===== config.mk =====
export PLATFORM = sky130hd
export DESIGN_NAME = spi_reg_slave
export DESIGN_NICKNAME = d
export VERILOG_FILES = /design/src/rtl/spi_reg_slave.sv
export SDC_FILE = /design/constraint.sdc
export NUM_CORES = 1
export LEC_CHECK = 0
export CORE_MARGIN = 2
export CORE_UTILIZATION = 56
export CTS_BUF_LIST = sky130_fd_sc_hd__clkbuf_8
export DETAILED_ROUTE_END_ITERATION = 10
export GPL_TIMING_DRIVEN = 0
export PLACE_DENSITY = 0.82
export RECOVER_POWER = 100
export SLEW_MARGIN = 25
export SYNTH_ARGS = -nofsm -noshare
export SYNTH_HDL_FRONTEND = slang
export SYNTH_SLANG_ARGS = --single-unit

===== constraint.sdc =====
create_clock -name clk -period 3.77 [get_ports clk]
set_input_delay 0.377 -clock clk [delete_from_list [all_inputs] [get_ports clk]]
set_output_delay 0.377 -clock clk [all_outputs]
set_load 0.1 [all_outputs]

===== src/rtl/spi_reg_slave.sv =====
// spi_reg_slave: SPI command responder with local register file and read-back frame; optional err_cnt via SPI_SLV_ERR_CNT_EN
module spi_reg_slave #(
    parameter int ADDR_WIDTH = 3,
    parameter int DATA_WIDTH = 8,
    parameter int RD_GAP_MAX = 200,
    parameter logic [DATA_WIDTH-1:0] REG_RST_VAL = '0
) (
    input  logic                                clk,
    input  logic                                rst,
    input  logic                                sclk,
    input  logic                                cs,
    input  logic                                mosi,
    output logic                                miso,
    output logic [DATA_WIDTH*2**ADDR_WIDTH-1:0] regs_flat,
    output logic                                wr_pulse,
    output logic [ADDR_WIDTH-1:0]               wr_addr,
    output logic                                rd_pulse
`ifdef SPI_SLV_ERR_CNT_EN
    ,
    output logic [7:0]                          err_cnt
`endif
);
    localparam int CMD_WIDTH = 1 + ADDR_WIDTH + DATA_WIDTH;
    localparam int NREG = 2 ** ADDR_WIDTH;
    localparam int CW = $clog2(CMD_WIDTH + 1);
    localparam int GW = $clog2(RD_GAP_MAX + 1);
    localparam logic [CW-1:0] CMD_LEN = CW'(CMD_WIDTH);
    localparam logic [CW-1:0] DW_LEN = CW'(DATA_WIDTH);
    localparam logic [GW-1:0] GAP_MAX = GW'(RD_GAP_MAX);

    typedef enum logic [2:0] {IDLE, CMD, WR_COMMIT, RD_WAIT, RD_SEND} state_t;

    state_t                  state_q, state_d;
    logic [2:0]              sclk_sy_q, cs_sy_q;
    logic [1:0]              mosi_sy_q;
    logic [CW-1:0]           bit_cnt_q, bit_cnt_d;
    logic [GW-1:0]           gap_cnt_q, gap_cnt_d;
    logic [CMD_WIDTH-1:0]    sh_q, sh_d;
    logic [DATA_WIDTH-1:0]   tx_q, tx_d;
    logic                    wr_pulse_q, wr_pulse_d, rd_pulse_q, rd_pulse_d;
    logic [ADDR_WIDTH-1:0]   wr_addr_q, wr_addr_d;
    logic [DATA_WIDTH-1:0]   reg_q [NREG];
    logic [DATA_WIDTH-1:0]   reg_d [NREG];

    wire sclk_rise = sclk_sy_q[1] & ~sclk_sy_q[2];
    wire sclk_fall = ~sclk_sy_q[1] & sclk_sy_q[2];
    wire cs_fall   = ~cs_sy_q[1] & cs_sy_q[2];
    wire cs_rise   = cs_sy_q[1] & ~cs_sy_q[2];
    wire mosi_s    = mosi_sy_q[1];
    wire                  cmd_rw   = sh_q[CMD_WIDTH-1];
    wire [ADDR_WIDTH-1:0] cmd_addr = sh_q[CMD_WIDTH-2 -: ADDR_WIDTH];
    wire [DATA_WIDTH-1:0] cmd_data = sh_q[DATA_WIDTH-1:0];

    // Pin synchronisers; the third stage of sclk/cs keeps the previous value for edge detection
    always_ff @(posedge clk or posedge rst) begin
        if (rst) begin
            sclk_sy_q <= 3'b000;
            cs_sy_q   <= 3'b111;
            mosi_sy_q <= 2'b00;
        end else begin
            sclk_sy_q <= {sclk_sy_q[1:0], sclk};
            cs_sy_q   <= {cs_sy_q[1:0], cs};
            mosi_sy_q <= {mosi_sy_q[0], mosi};
        end
    end

    // Frame FSM: command capture, write commit, read wait and read shift-out
    always_comb begin
        state_d    = state_q;
        bit_cnt_d  = bit_cnt_q;
        gap_cnt_d  = '0;
        sh_d       = sh_q;
        tx_d       = tx_q;
        wr_pulse_d = 1'b0;
        wr_addr_d  = wr_addr_q;
        rd_pulse_d = 1'b0;
        reg_d      = reg_q;
        case (state_q)
            IDLE: begin
                if (cs_fall) begin
                    state_d   = CMD;
                    bit_cnt_d = '0;
                    sh_d      = '0;
                end
            end
            CMD: begin
                if (cs_rise) begin
                    state_d = (bit_cnt_q != CMD_LEN) ? IDLE : (cmd_rw ? WR_COMMIT : RD_WAIT);
                    tx_d    = reg_q[cmd_addr];
                end else if (sclk_rise && bit_cnt_q != CMD_LEN) begin
                    sh_d      = {mosi_s, sh_q[CMD_WIDTH-1:1]};
                    bit_cnt_d = bit_cnt_q + 1'b1;
                end
            end
            WR_COMMIT: begin
                reg_d[cmd_addr] = cmd_data;
                wr_pulse_d      = 1'b1;
                wr_addr_d       = cmd_addr;
                state_d         = IDLE;
            end
            RD_WAIT: begin
                gap_cnt_d = gap_cnt_q + 1'b1;
                if (cs_fall) begin
                    state_d   = RD_SEND;
                    bit_cnt_d = '0;
                end else if (gap_cnt_q == GAP_MAX) begin
                    state_d = IDLE;
                end
            end
            RD_SEND: begin
                if (cs_rise) begin
                    state_d = IDLE;
                end else begin
                    if (sclk_fall) tx_d = tx_q >> 1;
                    if (sclk_rise && bit_cnt_q != DW_LEN) begin
                        bit_cnt_d  = bit_cnt_q + 1'b1;
                        rd_pulse_d = (bit_cnt_q == DW_LEN - 1'b1);
                    end
                end
            end
            default: state_d = IDLE;
        endcase
    end

    // State and datapath registers
    always_ff @(posedge clk or posedge rst) begin
        if (rst) begin
            state_q    <= IDLE;
            bit_cnt_q  <= '0;
            gap_cnt_q  <= '0;
            sh_q       <= '0;
            tx_q       <= '0;
            wr_pulse_q <= 1'b0;
            wr_addr_q  <= '0;
            rd_pulse_q <= 1'b0;
            for (int k = 0; k < NREG; k++) reg_q[k] <= REG_RST_VAL;
        end else begin
            state_q    <= state_d;
            bit_cnt_q  <= bit_cnt_d;
            gap_cnt_q  <= gap_cnt_d;
            sh_q       <= sh_d;
            tx_q       <= tx_d;
            wr_pulse_q <= wr_pulse_d;
            wr_addr_q  <= wr_addr_d;
            rd_pulse_q <= rd_pulse_d;
            reg_q      <= reg_d;
        end
    end

    for (genvar i = 0; i < NREG; i++) begin : g_flat
        assign regs_flat[i*DATA_WIDTH +: DATA_WIDTH] = reg_q[i];
    end

    assign miso     = (state_q == RD_SEND) ? tx_q[0] : 1'b0;
    assign wr_pulse = wr_pulse_q;
    assign wr_addr  = wr_addr_q;
    assign rd_pulse = rd_pulse_q;

`ifdef SPI_SLV_ERR_CNT_EN
    logic       err;
    logic [7:0] err_cnt_q, err_cnt_d;

    // Saturating count of discarded commands, read timeouts and aborted reads
    always_comb begin
        err = (state_q == CMD && cs_rise && bit_cnt_q != CMD_LEN) ||
              (state_q == RD_WAIT && !cs_fall && gap_cnt_q == GAP_MAX) ||
              (state_q == RD_SEND && cs_rise && bit_cnt_q != DW_LEN);
        err_cnt_d = (err && err_cnt_q != 8'hFF) ? err_cnt_q + 8'd1 : err_cnt_q;
    end

    // Error counter register
    always_ff @(posedge clk or posedge rst) begin
        if (rst) err_cnt_q <= 8'd0;
        else     err_cnt_q <= err_cnt_d;
    end

    assign err_cnt = err_cnt_q;
`endif
endmodule


Word-level counts from Yosys, hierarchy flattened
Index checks and enable logic that the tools add are counted.

Register bits after elaboration: 112. Bits of input ports: 5. Output and inout bits: 70. Logic and storage cells: 96.

Add/sub/neg operators: 2. Magnitude comparators: 2. Equal/unequal tests: 18. Mux-type cells: 34. Bitwise logic cells: 9. Reductions and logical operators: 12.

Operator list (count): bitwise mux 64 bit (1); 2-to-1 mux 8 bit (7); 2-to-1 mux 12 bit (3); binary-select mux 8 bit (select 3 bit) (1); demux 8 bit (select 3 bit) (1); one-hot mux 12 bit (2 select lines) (1); 2-to-1 mux 4 bit (5); != test 2 bit, second input constant (8); one-hot mux 8 bit (2 select lines) (1); 2-to-1 mux 3 bit (5); one-hot mux 3 bit (4 select lines) (1); one-hot mux 4 bit (3 select lines) (1); AND reduction 4 bit (3); adder 8 x 1 -> 8 bit, second input constant (1); equality test 8 bit, second input constant (1); != test 4 bit, second input constant (2); equality test 3 x 2 -> 1 bit, second input constant (2); 2-to-1 mux 1 bit (6); AND reduction 6 bit (1); adder 4 x 1 -> 4 bit, second input constant (1); AND 1 bit (4); equality test 4 x 3 -> 1 bit, second input constant (1); greater-or-equal comparator 4 bit, second input constant (1); < comparator 4 x 1 -> 1 bit, second input constant (1); 12 further kinds (18).

Longest topological paths before layout
Gate-level depths: netlist of run 1.

Depth in word-level cells: 6. Mapped depth: 8. Depth with buffers taken out: 7.

Worst setup path after synthesis of run 1
No wires, ideal clock.

Path kind: register to register. Start point: register bit_cnt_q[0]. End point: register bit_cnt_q[0]. Library setup time: 0.125 ns. Arrival: 1.680 ns. Data required time: 3.645 ns. Slack: 1.964 ns. Cell stages (with the launch flop): 8. Buffers on the path: 0. Period minus slack after synthesis: 1.806 ns. Path through: dfrtp_1 > inv_1 > ha_1 > nand3_1 > nand2_1 > a32o_1 > or2_4 > mux2_4.

Longest elaborated chain between the ends: 4. Elaborated cells between the ends (all ways): 13. Classes of those cells: 1 x add/sub; 4 x eq/ne; 5 x mux; 3 x reduce/logical.

Ends and longest elaborated chain: start, declared (line 36) `logic [CW-1:0] bit_cnt_q, bit_cnt_d;`; start signal, assigned (line 139) `bit_cnt_q <= bit_cnt_d;`; adder 4 x 1 -> 4 bit (tied with other cells) (line 92, 116); 2-to-1 mux 4 bit (tied with other cells) (line 115) `if (sclk_rise && bit_cnt_q != DW_LEN) begin`; 2-to-1 mux 4 bit (tied with other cells) (line 111) `if (cs_rise) begin`; one-hot mux 4 bit (3 select lines) / AND reduction 6 bit (equally long branches).

Several ways; a longest one is shown, not always the timed one. The select of a mux whose other input is x is not followed. A chain may end at the register's enable or synchronous reset.

Final worst setup path of run 1
Start point: register state_q[0]. End point: output port miso.

Longest elaborated chain between the ends: 2.

Ends and longest elaborated chain: start, declared (line 33) `state_t state_q, state_d;`; start signal, assigned (line 138) `state_q <= state_d;`; equality test 3 bit (line 154) `assign miso = (state_q == RD_SEND) ? tx_q[0] : 1'b0;`; 2-to-1 mux 1 bit (line 154); end, declared (line 13) `output logic miso,`.

No other way between the ends.

==> run metrics, run 1 <==
initial core utilization 58.3%; CTS Root Cell clkbuf_8; Port Buffer Count 74; Clock Skews 14.1 ps; fraction of layout cells with a size suffix above 1 22.9%; Worst VDD drop 247 uV; num rows 34; CP bufs+invs 2; total track usage 24.9%; Setup crit end kind primary output; slack of the critical path 880 ps; Post-CTS Hold Fix Bufs 0; Worst Setup Start Kind flop; post-route insts no fill 584; FMAX 346 MHz; clk slew on worst S/H paths 110 ps; setup slack, reg-to-reg 990 ps; Top Ports 75; Post-synth EDFFs 0; Die W 99.5 um; Pwr Total 2.41 mW; ys async rst share 100%; Layout Utilization 70.0%; Leak Pwr 3.08 nW; slowest CP cell dlygate4sd3_1; Post-Route Setup TNS 0 ps; largest delay contributor family on the critical path buffers and inverters; Post-CTS Resized 0; drt wl/cell 19.5 um; CTS tree yes; syn_area_per_cell 13.3 um^2; filler cell count in the final layout 625; dpl hpwl 7780 um; H-tree depth 3; antenna violations before repair 0; number of global-route vias before repair 3555; DRT iter0 DRCs 151; commonest non-fill, non-tap cells in the layout dfrtp_1, dlygate4sd3_1, mux2_2; grt total ovfl 0; DR DRC count 0; yosys warns 0; crit-path max cell delay 1200 ps; drt first pass iters 4; Hold Vio Cnt, Final 0; run status complete, but fails checks; most used flip-flop cell after synthesis dfrtp_1; synthesis-to-finish area growth 20.1%; CP Class flop to primary output; via count 3432; Die H 99.5 um; drt total wl 11400 um; Req. time, crit path 3390 ps; DP Cell Count 568; final slew viol count 43; gp weighted congestion 0.819; first-pass GRT wire length 18800 um; register area share after synthesis 55.0%; minimum clock period 2890 ps; crit path DAT 2510 ps; Net count, final 480; Setup WS pre-CTS 1440 ps; Worst Path Max Fanout 7; Post-DRT Antenna Nets 0; die area 0.00990 mm^2; Vias/cell 5.88; Distinct cells, synth 51; cells after synthesis 385; register bit count reported by yosys 112; RSZ-0062 raised after global routing no; post-CTS setup buffers 0; # Max-Cap Violations 1; commonest non-fill, non-tap cell in the layout dfrtp_1; Num CTS Buffers 9; failing checks max-capacitance violations, max-slew violations; worst-margin pin slew 1900 ps; Final setup violation count 0; largest net degree at the start of global routing 71; final worst-path cycle share 76.6%; power density cells 393 mW/mm^2; # diodes 0; worst min path class flop to flop; post-synthesis net count 394; Skew-Pair Late Insertion Delay 370 ps; CTS sink cnt 112; Core Area 0.00876 mm^2; slew margin rel. -27.2%; cell area after synthesis 0.00510 mm^2; worst path cell trace clkbuf_1 -> nor2_1 -> and3_1 -> dlygate4sd3_1; Max clock buf depth 2
cells in the mapped netlist (all sizes together) (2+ instances only):
master,count,area (um^2)
dfrtp,109,2730
mux2,69,803
nand2,25,101
buf,24,144
o21ai,20,100
nor2,16,62.6
mux4,14,315
a22o,12,105
nand3,11,55.1
inv,9,33.8
nor2b,8,57.6
a21oi,7,35.0
mux2i,7,70.1
xor2,6,52.6
and2,4,30.0
and3,4,25.0
ha,4,50.1
o31ai,4,30.0
clkbuf,3,11.3
dfstp,3,78.8
nor3b,3,32.5
a2bb2oi,2,17.5
nor3,2,10.0
or2,2,15.0
layout make-up:
| type | instances | area (um^2) | share of cell area, % |
|---|---|---|---|
| clock inverter | 6 | 66.3 | 1.08 |
| inverter | 9 | 35.0 | 0.571 |
| multi-input combinational | 237 | 2060 | 33.6 |
| timing repair buffer | 75 | 768 | 12.5 |
| tap | 108 | 135 | 2.20 |
| buffer | 27 | 124 | 2.02 |
| sequential | 112 | 2810 | 45.8 |
| clock buffer | 10 | 138 | 2.24 |
power breakdown:
group          switching (mW)  internal (mW)
clock                   0.416          0.329
sequential             0.0298           1.24
combinational           0.256          0.136
per-layer routing:
layer	wire length [um]	track usage [%]	up-vias
met4	142	6.43	0
met3	595	6.75	15
met1	5140	35.3	1761
li1	-	-	1553
met2	5530	38.6	103
met5	0	0	-
worst register-to-register path, cell delays in order (launching register included):
cell and delay, ps:
dfrtp_1 370, clkbuf_1 180, nor3b_1 290, clkbuf_1 350, nor2b_1 190, clkbuf_1 200
and2_0 170, clkbuf_1 510, mux2_2 420
metrics by stage:
| stage | area [um^2] | hold slack (ps) |
|---|---|---|
| finish | 6130 | 370 |
| global route | 6130 | 392 |
| CTS | 6220 | 372 |
| detailed placement | 6010 | 338 |
| global placement | 5980 | 342 |
| floorplan | 5100 | 331 |
state kept, by name (all words and copies together) (netlist names):
signal / cells
bit_cnt_q: 4
cs_sy_q: 3
gap_cnt_q: 8
mosi_sy_q: 2
rd_pulse: 1
regs_flat: 64
sclk_sy_q: 3
sh_q: 12
state_q: 3
tx_q: 8
wr_addr: 3
wr_pulse: 1
kinds of logic after synthesis:
kind of cell             synth area share, %
AO/OA/AOI/OAI                           7.53
adder cells (fa/ha/maj)                0.980
AND/OR/NAND/NOR                         8.33
XOR/XNOR                                1.20
flip-flops                              55.0
buffers and inverters                   3.70
multiplexers                            23.3
worst paths after layout:
kind                                   start       endpoint  depth (start not counted)
min in group asynchronous                rst  regs_flat[38]                          2
worst min-delay path            sclk_sy_q[0]   sclk_sy_q[1]                          0
worst min register to register  sclk_sy_q[0]   sclk_sy_q[1]                          0
worst max-delay path              state_q[0]           miso                          4
max in group asynchronous                rst  regs_flat[10]                          3
worst max register to register    state_q[0]  regs_flat[51]                          8
Power figures use the tool's default switching activity.
==> run 2: changes to the inputs <==
--- a/config.mk
+++ b/config.mk
@@ -6,11 +6,11 @@
 export NUM_CORES = 1
 export LEC_CHECK = 0
 export CORE_MARGIN = 2
-export CORE_UTILIZATION = 56
+export CORE_UTILIZATION = 51
 export CTS_BUF_LIST = sky130_fd_sc_hd__clkbuf_8
 export DETAILED_ROUTE_END_ITERATION = 10
 export GPL_TIMING_DRIVEN = 0
-export PLACE_DENSITY = 0.82
+export PLACE_DENSITY = 0.79
 export RECOVER_POWER = 100
 export SLEW_MARGIN = 25
 export SYNTH_ARGS = -nofsm -noshare
==> constraint.sdc (replaced) <==
create_clock -name clk -period 2.5 [get_ports clk]
set_input_delay 0.25 -clock clk [delete_from_list [all_inputs] [get_ports clk]]
set_output_delay 0.25 -clock clk [all_outputs]
set_load 0.1 [all_outputs]
==> run metrics, run 2 (same netlist as run 1, synthesis figures left out) <==
run status finished clean; initial core utilization 52.5% (-5.8 points); grt met2 use 36.3% (-2.2 points); final worst-path cycle share 95.3%; worst-margin pin slew 1040 ps (-859 ps); Clock Skews 19.8 ps (+5.69 ps); via count 3462 (+0.87%); post-CTS setup buffers 0 (unchanged); Final setup violation count 0 (unchanged); CP Class flop to primary output; DP Cell Count 596 (+4.9%); crit path DAT 2130 ps (-380 ps); # Max-Cap Violations 0 (-1); grt total ovfl 0 (unchanged); Setup WS pre-CTS 306 ps (-1140 ps); busiest grt layer met2; clk slew on worst S/H paths 110 ps (about the same); slew margin rel. 30.4% (+58 points); die area 0.0108 mm^2 (+9.4%); Post-Route Setup TNS 0 ps (unchanged); Post-CTS Hold Fix Bufs 0 (unchanged); Skew-Pair Late Insertion Delay 390 ps (+20 ps); CTS Root Cell clkbuf_8; Net count, final 483 (+0.63%); Layout Utilization 64.3% (-5.6 points); Req. time, crit path 2250 ps (-1140 ps); DR DRC count 0 (unchanged); Port Buffer Count 74 (unchanged); drt wl/cell 19.3 um (-1.1%); Top Ports 75 (unchanged); dpl hpwl 8110 um (+4.2%); gp weighted congestion 0.857 (+4.6%); number of global-route vias before repair 3656 (+2.8%); first-pass GRT wire length 19500 um (+3.6%); Worst VDD drop 411 uV (+67%); power density cells 604 mW/mm^2 (+54%); slack of the critical path 119 ps (-762 ps); Hold Vio Cnt, Final 0 (unchanged); antenna violations before repair 0 (unchanged); total track usage 23.2% (-1.6 points); drt total wl 11800 um (+3.6%); Num CTS Buffers 9 (unchanged); Post-DRT Antenna Nets 0 (unchanged); Worst Path Max Fanout 8 (+1); Worst Setup Start Kind flop; Pwr Total 3.78 mW (+57%); minimum clock period 2380 ps; number of flip-flops under the largest register name 64 (unchanged); Die H 104 um (+4.6%); Post-CTS Resized 1 (+1); fraction of layout cells with a size suffix above 1 25.1% (+2.2 points); FMAX 420 MHz; CTS sink cnt 112 (unchanged); filler cell count in the final layout 760 (+22%); Die W 104 um (+4.6%); Setup crit end kind primary output; RSZ-0062 raised after global routing no; commonest non-fill, non-tap cells in the layout dfrtp_1, dlygate4sd3_1, mux2_2; num rows 36 (+5.9%); final slew viol count 0 (-100%); post-route insts no fill 612 (+4.8%); Max clock buf depth 2 (unchanged); H-tree depth 3 (unchanged); global-route met1 utilization 32.5% (-2.8 points); met3 Track Usage GR 5.26% (-1.5 points); CTS tree yes; worst min path class flop to flop; Core Area 0.00973 mm^2 (+11%); synthesis-to-finish area growth 22.6%; largest net degree at the start of global routing 29 (-59%); Leak Pwr 3.13 nW (+1.9%); # diodes 0 (unchanged); commonest non-fill, non-tap cell in the layout dfrtp_1; drt first pass iters 4 (unchanged); DRT iter0 DRCs 285 (+89%); Vias/cell 5.66 (-3.7%)
run 2: cell types whose count changed in the layout (fill, tap and decap cells not counted), sizes merged:
| cell | delta |
|---|---|
| buf | +4 |
| clkbuf | -2 |
| bufinv | +1 |
| clkinv | +1 |
| clkinvlp | -1 |
| dlygate4sd2 | +1 |
| dlygate4sd3 | -1 |
run 2: per-layer routing:
| layer | wire [um] | up-vias |
|---|---|---|
| li1 | - | 1563 |
| met3 | 561 | 18 |
| met2 | 5880 | 100 |
| met4 | 182 | 0 |
| met1 | 5200 | 1781 |
| met5 | 0 | - |
run 2: worst paths after layout:
kind	start	end	slack, ps	depth (start not counted)
max	state_q[1]	miso	120	4
min in group asynchronous	rst	regs_flat[63]	490	2
min reg2reg	cs_sy_q[0]	cs_sy_q[1]	370	0
min	cs_sy_q[0]	cs_sy_q[1]	370	0
max in group asynchronous	rst	wr_addr[0]	710	4
max reg2reg	state_q[0]	regs_flat[48]	220	8
run 2: layout make-up:
type                       instances  area, um^2  area share [%]
clock buffer                       9         124            1.98
inverter                           9        35.0           0.560
sequential                       112        2810            44.8
clock inverter                     7         110            1.76
tap                              133         166            2.66
multi-input combinational        237        2070            33.0
buffer                            27         145            2.32
timing repair buffer              78         805            12.9
run 2: per-stage QoR:
step	area (um^2)	hold slack (ps)
2_1_floorplan	5110	254
3_3_place_gp	6020	338
3_5_place_dp	6110	348
4_1_cts	6340	251
5_1_grt	6260	376
6_report	6260	369
run 2: critical path, cell delays in order (launching register included):
cell	delay, ps
dfrtp_1	370
buf_4	150
nor2_1	200
and3_1	190
dlygate4sd2_1	850
run 2: power breakdown:
part,internal [mW],switching (mW)
logic,0.219,0.403
registers,1.87,0.0431
clock network,0.584,0.657
==> run 3: changes to the inputs <==
--- a/config.mk
+++ b/config.mk
@@ -10,7 +10,7 @@
 export CTS_BUF_LIST = sky130_fd_sc_hd__clkbuf_8
 export DETAILED_ROUTE_END_ITERATION = 10
 export GPL_TIMING_DRIVEN = 0
-export PLACE_DENSITY = 0.79
+export PLACE_DENSITY_LB_ADDON = 0.3
 export RECOVER_POWER = 100
 export SLEW_MARGIN = 25
 export SYNTH_ARGS = -nofsm -noshare
==> run metrics, run 3 (same netlist as run 1, synthesis figures left out) <==
minimum clock period 2370 ps (-10.7 ps); final slew viol count 0 (unchanged); worst-margin pin slew 1230 ps (+192 ps); FMAX 422 MHz (+0.45%); clk slew on worst S/H paths 110 ps (about the same); total track usage 23.2% (about the same); met1 wire length 5130 um (-1.4%); gp weighted congestion 0.855 (-0.22%); drt total wl 11900 um (+0.93%); worst path cell trace buf_4 -> nor2_1 -> and3_1 -> dlygate4sd2_1; largest net degree at the start of global routing 34 (+17%); largest delay contributor family on the critical path buffers and inverters; Worst Setup Start Kind flop; crit path DAT 2120 ps (about the same); fraction of layout cells with a size suffix above 1 24.7% (-0.37 points); slack of the critical path 129 ps (+10.7 ps); synthesis-to-finish area growth 21.4%; RSZ-0062 raised after global routing no; Pwr Total 3.61 mW (-4.4%); Max clock buf depth 2 (unchanged); drt first pass iters 5 (+1); filler cell count in the final layout 773 (+1.7%); first-pass GRT wire length 19800 um (+1.4%); Hold Vio Cnt, Final 0 (unchanged); number of flip-flops under the largest register name 64 (unchanged); die area 0.0108 mm^2 (unchanged); number of global-route vias before repair 3667 (+0.30%); DRT iter0 DRCs 188 (-34%); met2 WL 6050 um (+2.8%); crit-path max cell delay 860 ps (about the same); Die H 104 um (unchanged); num rows 36 (unchanged); post-route insts no fill 611 (-0.16%); Port Buffer Count 74 (unchanged); Skew-Pair Late Insertion Delay 370 ps (-20 ps); Setup crit end kind primary output; initial core utilization 52.5% (unchanged); top sig layer met4; Worst Path Max Fanout 8 (unchanged); via count 3445 (-0.49%); dpl hpwl 8160 um (+0.71%); CP bufs+invs 2 (unchanged); CTS tree yes; final worst-path cycle share 94.8% (-0.43 points); Post-CTS Hold Fix Bufs 0 (unchanged); H-tree depth 3 (unchanged); CP Class flop to primary output; Post-CTS Resized 1 (unchanged); Post-DRT Antenna Nets 0 (unchanged); # diodes 0 (unchanged); drt wl/cell 19.5 um (+1.1%); Req. time, crit path 2250 ps (about the same); commonest non-fill, non-tap cells in the layout dfrtp_1, dlygate4sd3_1, mux2_2; antenna violations before repair 0 (unchanged); slew margin rel. 17.5% (-13 points); DR DRC count 0 (unchanged); CTS Root Cell clkbuf_8; commonest non-fill, non-tap cell in the layout dfrtp_1; DP Cell Count 595 (-0.17%); power density cells 583 mW/mm^2 (-3.4%); Clock Skews 14.9 ps (-4.88 ps); Setup WS pre-CTS 304 ps (-1.22 ps); Leak Pwr 3.12 nW (-0.58%); CTS sink cnt 112 (unchanged); grt total ovfl 0 (unchanged); slowest CP cell dlygate4sd2_1; Vias/cell 5.64 (-0.33%); Net count, final 482 (-0.21%); WHS 359 ps (-10.6 ps); Top Ports 75 (unchanged); Worst VDD drop 335 uV (-18%); Num CTS Buffers 9 (unchanged); post-CTS setup buffers 0 (unchanged); Final setup violation count 0 (unchanged); worst min path class flop to flop; Core Area 0.00973 mm^2 (unchanged); run status finished clean; Die W 104 um (unchanged); metal3 WL 632 um (+13%); # Max-Cap Violations 0 (unchanged)
[run 3: cell count changes in the layout (fill, tap and decap cells not counted), sizes merged]
cell	previous run	this run
clkinv	1	3
buf	21	22
bufinv	2	1
clkinvlp	2	1
clkbuf	19	17
[run 3: final timing paths]
check,end,cells after the start,from,slack [ps]
hold / removal,mosi_sy_q[1],0,mosi_sy_q[0],360
setup reg to reg,regs_flat[17],7,state_q[0],180
min in group asynchronous,regs_flat[54],2,rst,580
setup / recovery,miso,4,state_q[1],130
hold reg to reg,mosi_sy_q[1],0,mosi_sy_q[0],360
max in group asynchronous,sh_q[0],5,rst,380
[run 3: per-stage QoR]
| step | setup TNS, ps | util (%) | area [um^2] |
|---|---|---|---|
| global route | 0 | 63.7 | 6200 |
| detailed placement | 0 | 62.5 | 6080 |
| CTS | 0 | 64.5 | 6280 |
| finish | 0 | 63.7 | 6200 |
| global placement | -11630 | 61.8 | 6020 |
| floorplan | 0 | - | 5110 |
[run 3: power by group]
part,switching (mW),internal (mW),leakage [nW]
logic,0.400,0.217,1.47
clock network,0.615,0.467,0.105
registers,0.0426,1.87,1.54
[run 3: routing by layer]
metal,up-vias,global-route usage [%]
met5,-,0
met3,11,5.95
met4,0,5.98
met1,1780,30.6
li1,1554,-
met2,100,38.6
[run 3: final cells by class]
class                      instances  area, um^2  share of cell area, %
inverter                           9        35.0                  0.565
multi-input combinational        237        2060                   33.3
timing repair buffer              77         785                   12.7
tap                              133         166                   2.69
sequential                       112        2810                   45.3
clock inverter                     7        70.1                   1.13
buffer                            27         146                   2.36
clock buffer                       9         124                   2.00
